<file path="config.mk">
export PLATFORM = sky130hd
export DESIGN_NAME = avm_pio_master
export DESIGN_NICKNAME = d
export VERILOG_FILES = /design/src/rtl/avm_pio_master_pkg.sv /design/src/rtl/avm_stall_timer.sv /design/src/rtl/avm_pio_master.sv
export SDC_FILE = /design/constraint.sdc
export NUM_CORES = 1
export LEC_CHECK = 0
export CORE_MARGIN = 4
export CORE_UTILIZATION = 40
export CTS_CLUSTER_SIZE = 25
export DETAILED_ROUTE_END_ITERATION = 6
export PLACE_DENSITY = 0.87
export SLEW_MARGIN = 20
export SYNTH_ARGS = -nofsm -noshare
export SYNTH_HDL_FRONTEND = slang
export SYNTH_HIERARCHICAL = 1
export SYNTH_SLANG_ARGS = --single-unit
</file>
<file path="constraint.sdc">
create_clock -name clk -period 5.6 [get_ports clk]
set_input_delay 0.84 -clock clk [delete_from_list [all_inputs] [get_ports clk]]
set_output_delay 0.84 -clock clk [all_outputs]
set_load 0.05 [all_outputs]
</file>
<file path="src/rtl/avm_pio_master_pkg.sv">
// Shared types and widths for the Avalon-MM PIO master and its stall timer.
package avm_pio_master_pkg;

  typedef enum logic [1:0] {
    IDLE  = 2'd0,
    REQ   = 2'd1,
    RDLAT = 2'd2,
    RSP   = 2'd3
  } state_t;

  localparam int DEF_DATA_W = 32;
  localparam int BE_W       = DEF_DATA_W / 8;
  localparam int LAT_W      = 3;
  localparam int TO_W       = 16;

  function automatic int be_width(input int data_w);
    return data_w / 8;
  endfunction

endpackage

</file>
<file path="src/rtl/avm_stall_timer.sv">
// Counts consecutive waitrequest stalls of one bus request and flags the cycle
// in which the stall count reaches TIMEOUT_CYCLES.
module avm_stall_timer
  import avm_pio_master_pkg::*;
#(
  parameter int TIMEOUT_CYCLES = 255
) (
  input  logic clk,
  input  logic reset,
  input  logic clr,
  input  logic stall,
  output logic expired
);

  logic [TO_W-1:0] cnt_reg;
  logic [TO_W-1:0] cnt_next;

  always_comb begin
    cnt_next = cnt_reg;
    if (clr) begin
      cnt_next = '0;
    end else if (stall) begin
      cnt_next = cnt_reg + TO_W'(1);
    end
  end

  always_ff @(posedge clk or posedge reset) begin
    if (reset) begin
      cnt_reg <= '0;
    end else begin
      cnt_reg <= cnt_next;
    end
  end

  // Fires during the stall cycle whose edge brings the count to TIMEOUT_CYCLES,
  // so the request is dropped right at that edge.
  assign expired = stall && (cnt_reg == TO_W'(TIMEOUT_CYCLES - 1));

endmodule

</file>
<file path="src/rtl/avm_pio_master.sv">
// Avalon-MM PIO master: one single-beat command in, one bus transfer, one response out.
// Define MASTER_TIMEOUT_EN to abort requests stalled by waitrequest for TIMEOUT_CYCLES.
module avm_pio_master
  import avm_pio_master_pkg::*;
#(
  parameter int ADDR_W         = 2,
  parameter int DATA_W         = 32,
  parameter int READ_LATENCY   = 0,
  parameter int TIMEOUT_CYCLES = 255
) (
  input  logic                clk,
  input  logic                reset,
  input  logic                cmd_valid,
  output logic                cmd_ready,
  input  logic                cmd_write,
  input  logic [ADDR_W-1:0]   cmd_address,
  input  logic [DATA_W-1:0]   cmd_writedata,
  input  logic [DATA_W/8-1:0] cmd_byteenable,
  output logic                rsp_valid,
  input  logic                rsp_ready,
  output logic [DATA_W-1:0]   rsp_readdata,
  output logic                rsp_error,
  output logic [ADDR_W-1:0]   avm_address,
  output logic                avm_read,
  output logic                avm_write,
  output logic [DATA_W-1:0]   avm_writedata,
  output logic [DATA_W/8-1:0] avm_byteenable,
  input  logic [DATA_W-1:0]   avm_readdata,
  input  logic                avm_waitrequest
);

  state_t                state_reg, state_next;
  logic [ADDR_W-1:0]     addr_reg, addr_next;
  logic [DATA_W-1:0]     wdata_reg, wdata_next;
  logic [DATA_W/8-1:0]   be_reg, be_next;
  logic                  write_reg, write_next;
  logic [LAT_W-1:0]      lat_reg, lat_next;
  logic [DATA_W-1:0]     rdata_reg, rdata_next;
  logic                  timeout_hit;

  always_comb begin
    state_next = state_reg;
    addr_next  = addr_reg;
    wdata_next = wdata_reg;
    be_next    = be_reg;
    write_next = write_reg;
    lat_next   = lat_reg;
    rdata_next = rdata_reg;
    unique case (state_reg)
      IDLE: begin
        if (cmd_valid) begin
          addr_next  = cmd_address;
          wdata_next = cmd_writedata;
          be_next    = cmd_byteenable;
          write_next = cmd_write;
          state_next = REQ;
        end
      end
      REQ: begin
        if (timeout_hit) begin
          rdata_next = '0;
          state_next = RSP;
        end else if (!avm_waitrequest) begin
          if (write_reg) begin
            rdata_next = '0;
            state_next = RSP;
          end else if (READ_LATENCY == 0) begin
            rdata_next = avm_readdata;
            state_next = RSP;
          end else begin
            lat_next   = LAT_W'(1);
            state_next = RDLAT;
          end
        end
      end
      RDLAT: begin
        if (lat_reg == LAT_W'(READ_LATENCY)) begin
          rdata_next = avm_readdata;
          state_next = RSP;
        end else begin
          lat_next = lat_reg + LAT_W'(1);
        end
      end
      RSP: begin
        if (rsp_ready) begin
          state_next = IDLE;
        end
      end
      default: state_next = IDLE;
    endcase
  end

  always_ff @(posedge clk or posedge reset) begin
    if (reset) begin
      state_reg <= IDLE;
      addr_reg  <= '0;
      wdata_reg <= '0;
      be_reg    <= '0;
      write_reg <= 1'b0;
      lat_reg   <= '0;
      rdata_reg <= '0;
    end else begin
      state_reg <= state_next;
      addr_reg  <= addr_next;
      wdata_reg <= wdata_next;
      be_reg    <= be_next;
      write_reg <= write_next;
      lat_reg   <= lat_next;
      rdata_reg <= rdata_next;
    end
  end

  // Gating with reset keeps cmd_ready low while reset is held even though the state already reads IDLE.
  assign cmd_ready      = (state_reg == IDLE) && !reset;
  assign rsp_valid      = (state_reg == RSP);
  assign rsp_readdata   = rdata_reg;
  assign avm_read       = (state_reg == REQ) && !write_reg;
  assign avm_write      = (state_reg == REQ) && write_reg;
  assign avm_address    = addr_reg;
  assign avm_writedata  = wdata_reg;
  assign avm_byteenable = be_reg;

`ifdef MASTER_TIMEOUT_EN
  logic err_reg;
  logic stall_clr;
  logic stall_active;

  assign stall_clr    = (state_reg != REQ);
  assign stall_active = (state_reg == REQ) && avm_waitrequest;

  avm_stall_timer #(
    .TIMEOUT_CYCLES(TIMEOUT_CYCLES)
  ) u_stall_timer (
    .clk     (clk),
    .reset   (reset),
    .clr     (stall_clr),
    .stall   (stall_active),
    .expired (timeout_hit)
  );

  // Only REQ can end in an abort; the flag then holds through RSP.
  always_ff @(posedge clk or posedge reset) begin
    if (reset) begin
      err_reg <= 1'b0;
    end else if (state_reg == REQ) begin
      err_reg <= timeout_hit;
    end
  end

  assign rsp_error = err_reg;
`else
  logic unused_timeout_cfg;

  assign timeout_hit        = 1'b0;
  assign unused_timeout_cfg = (TIMEOUT_CYCLES > 0);
  assign rsp_error          = 1'b0;
`endif

endmodule
</file>
==> results.txt <==
- After technology mapping, the gate count stands at 254.
- The finished layout holds 512 standard cells, fillers aside.
- The first routing iteration left 34 violations.
- Fill cells in the final layout number 638.
- Total negative setup slack: 0 ns
* I/O Pins: 151
- Share of cells above drive strength 1: 0.151
* Clock Sink Count: 76
- Together, buffers and inverters on the worst path number 2.
- The final hold violation count is 0.
* Hold slack: 0.481 ns
* TritonCTS clock tree: yes
* Part of the Yosys area used for sequential elements: 0.583
- Measured along the x axis, the die boundary spans 98.3 um.
- Peak supply drop: 0.323 mV
- Worst path slowest cell: sky130_fd_sc_hd__clkdlybuf4s50_1
- In this run the tool buffered the top-level ports with 149 buffer cells.
- CTS buffer count: 9
* Cell occurring most often along the worst timing path: sky130_fd_sc_hd__clkdlybuf4s50_1
- The number of hold buffers added after CTS was 0.
- Status: complete, no violations
- PD cells: 709 nW/um^2
* Starting density of the core: 0.417
- From synthesis to final layout, the design area changed by 53.8%.
- Finish-stage setup viols: 0
- The number of setup buffers added after CTS is 0.
* Worst slew pin tran: 0.971 ns
* Yosys warnings: 6
- The total overflow left after global routing is 0.
* Required time reported for the critical path endpoint: 4.76 ns
- At the end of routability-driven placement, the weighted congestion stood at 0.792.
- Summing every instance area after synthesis gives 3260 sq um.
- In this run, post-CTS repair resized a total of 0 instances.
- After floorplanning, the core was sized to cover 7810 sq um.
- After synthesis, the mean cell area works out to 12.8 sq um.
* Number of violations of the max-capacitance limit: 0
- Detailed routing inserted a total of 2353 vias.
- Wire length of the first global-routing pass: 12.7 mm
- Clock Skews: 0.0139 ns
* Tcrit/Tclk final: 0.545
- Final routed wire length divided by cell count: 15.1 um
- Before antenna repair, the detailed router went through 4 iterations.
* Stage delay of the slowest cell on the critical path: 0.81 ns
- FMAX: 328 MHz
- Total area of multi-input combinational cells: 1150 sq um
- Wires add up to 7.74 mm.
- Cell type group with the largest total delay on the critical path: buffers and inverters
* Number of nets in the finished design: 489
- The clock tree synthesis step divided the H-tree into 3 levels.
* Final design utilization: 0.642
- Placed instance count: 497
- Number of buffers on the longest clock path: 2
- Leakage power figure: 2.29 nW
- Clock latency on the worst-skew pair, taken at its later pin, is 0.33 ns.
* Count of state elements after synthesis: 76
- Number of global-route vias before repair: 2630
- Critical path capture point type: primary output
- HP Class: reg2reg
- The initial antenna violation count came to 0.
- Unrepaired setup endpoints after global routing: false
- Data arrives at the worst endpoint at 2.21 ns.
- Entering global routing, the biggest net connects 77 pins.
- The die covers 9660 sq um.
- The number of antenna diodes in the final layout is 0.
- Library cells used by synthesis: 21
- Slew Limit Headroom: 0.353
- Synthesized net count: 337
- Total routing resource utilization after global routing: 0.164
- The initialized floorplan defines 32 standard-cell rows.
- After detailed routing, the number of vias per cell comes to 4.60.
* HPWL after DPL: 5.89 mm
* Clock transition at the register clock pins on the worst setup and hold paths after CTS: 0.07 ns
- Clock tree root buffer cell: sky130_fd_sc_hd__clkbuf_8
* Number of remaining DRC errors: 0
- The worst setup path is of the in2out kind.
- In this run the worst path has a maximum fanout of 2.
* Cell-by-cell trace of the critical path: clkdlybuf4s50_1 -> nor2b_1 -> clkdlybuf4s50_1
* Post-layout minimum cycle time: 3.05 ns
- Number of max-slew violations in the final report: 0
* Storage element area: 1900 sq um
- The die is 98.3 um tall.
- The detail route stage leaves a number of antenna-violating nets equal to 0.
- The worst setup path is launched from an input port.
[cells in the final DEF, fill, tap and decap left out, drive strengths merged]
cell,n
a2111oi,1
clkbuf,10
bufinv,1
inv,36
clkdlybuf4s50,149
dfrtp,76
nand2,34
mux2,41
xnor2,2
a211oi,1
and2,2
ha,7
nand2b,2
nor2b,4
buf,3
clkinv,5
nand3,1
nor2,1
mux2i,33
conb,1
[final cells by class]
cell class                 count  share of cell area
clock inverter                 5              0.0107
tap                          102              0.0255
sequential                    76               0.379
timing repair buffer         152               0.302
clock buffer                  10              0.0255
inverter                      37              0.0280
multi-input combinational    130               0.229
[synthesized netlist by cell type (all sizes together)]
cell | n | area (sq um)
and2 | 2 | 12.5
mux2 | 41 | 462
nand3 | 1 | 5.00
nor2b | 4 | 25.0
a2111oi | 1 | 27.5
dfrtp | 76 | 1900
nor2 | 1 | 6.26
inv | 37 | 139
nand2 | 34 | 128
buf | 9 | 66.3
mux2i | 33 | 330
xnor2 | 2 | 17.5
conb | 1 | 3.75
a211oi | 1 | 20.0
nand2b | 2 | 20.0
clkbuf | 2 | 7.51
ha | 7 | 87.6
[logic make-up (layout without fill, tap and decap cells)]
logic type | Yosys count | after routing | share of synthesized area
muxes | 74 | 74 | 0.243
buffers and inverters | 48 | 204 | 0.0653
adders and majority gates | 7 | 7 | 0.0269
xor gates and xnor gates | 2 | 2 | 0.00538
other | 1 | 1 | 0.00115
AOI/OAI and AO/OA | 2 | 2 | 0.0146
and+or+nand+nor | 44 | 44 | 0.0603
DFF | 76 | 76 | 0.583
[worst reg2reg max path: stages, from the launching register on]
cell and delay (ns):
sky130_fd_sc_hd__dfrtp_1 0.42, sky130_fd_sc_hd__inv_1 0.11, sky130_fd_sc_hd__ha_1 0.36, sky130_fd_sc_hd__nor2_2 0.10, sky130_fd_sc_hd__a211oi_4 0.24, sky130_fd_sc_hd__buf_4 0.49
sky130_fd_sc_hd__mux2i_1 0.29
[routing by layer]
layer  share of wire  routed length [um]  track usage
met5               0                   0            0
met1            0.39                3020        0.178
met3           0.088                 680       0.0650
met2            0.51                3940        0.284
met4           0.013                  99       0.0672
[final timing paths]
check	start	end	slack [ns]	cells past startpoint
worst max-delay path	reset	cmd_ready	2.55	3
worst min-delay path	lat_reg[2]	lat_reg[2]	0.48	1
worst max register to register	state_reg[0]	rsp_readdata[5]	3.51	6
worst min register to register	lat_reg[2]	lat_reg[2]	0.48	1
max in group asynchronous	reset	state_reg[0]	3.80	3
min in group asynchronous	reset	rsp_readdata[25]	1.14	3
[where the power goes]
part / leakage (nW) / switching, W / internal (W)
combinational: 1.27 / 0.00140 / 0.000808
clock: 0.0959 / 0.000186 / 0.000202
sequential: 0.925 / 0.000140 / 0.000817
total: 2.29 / 0.00173 / 0.00183
[per-stage QoR]
stage                     total power, W  cell area [sq um]  setup slack, ns
after floorplan                  0.00249               3260             2.82
after global placement           0.00315               4830             2.56
after detailed placement         0.00321               4830             2.54
after CTS                        0.00361               5010             2.54
after global routing             0.00374               5010             2.49
final                            0.00355               5010             2.55
Power figures use the tool's default switching activity.
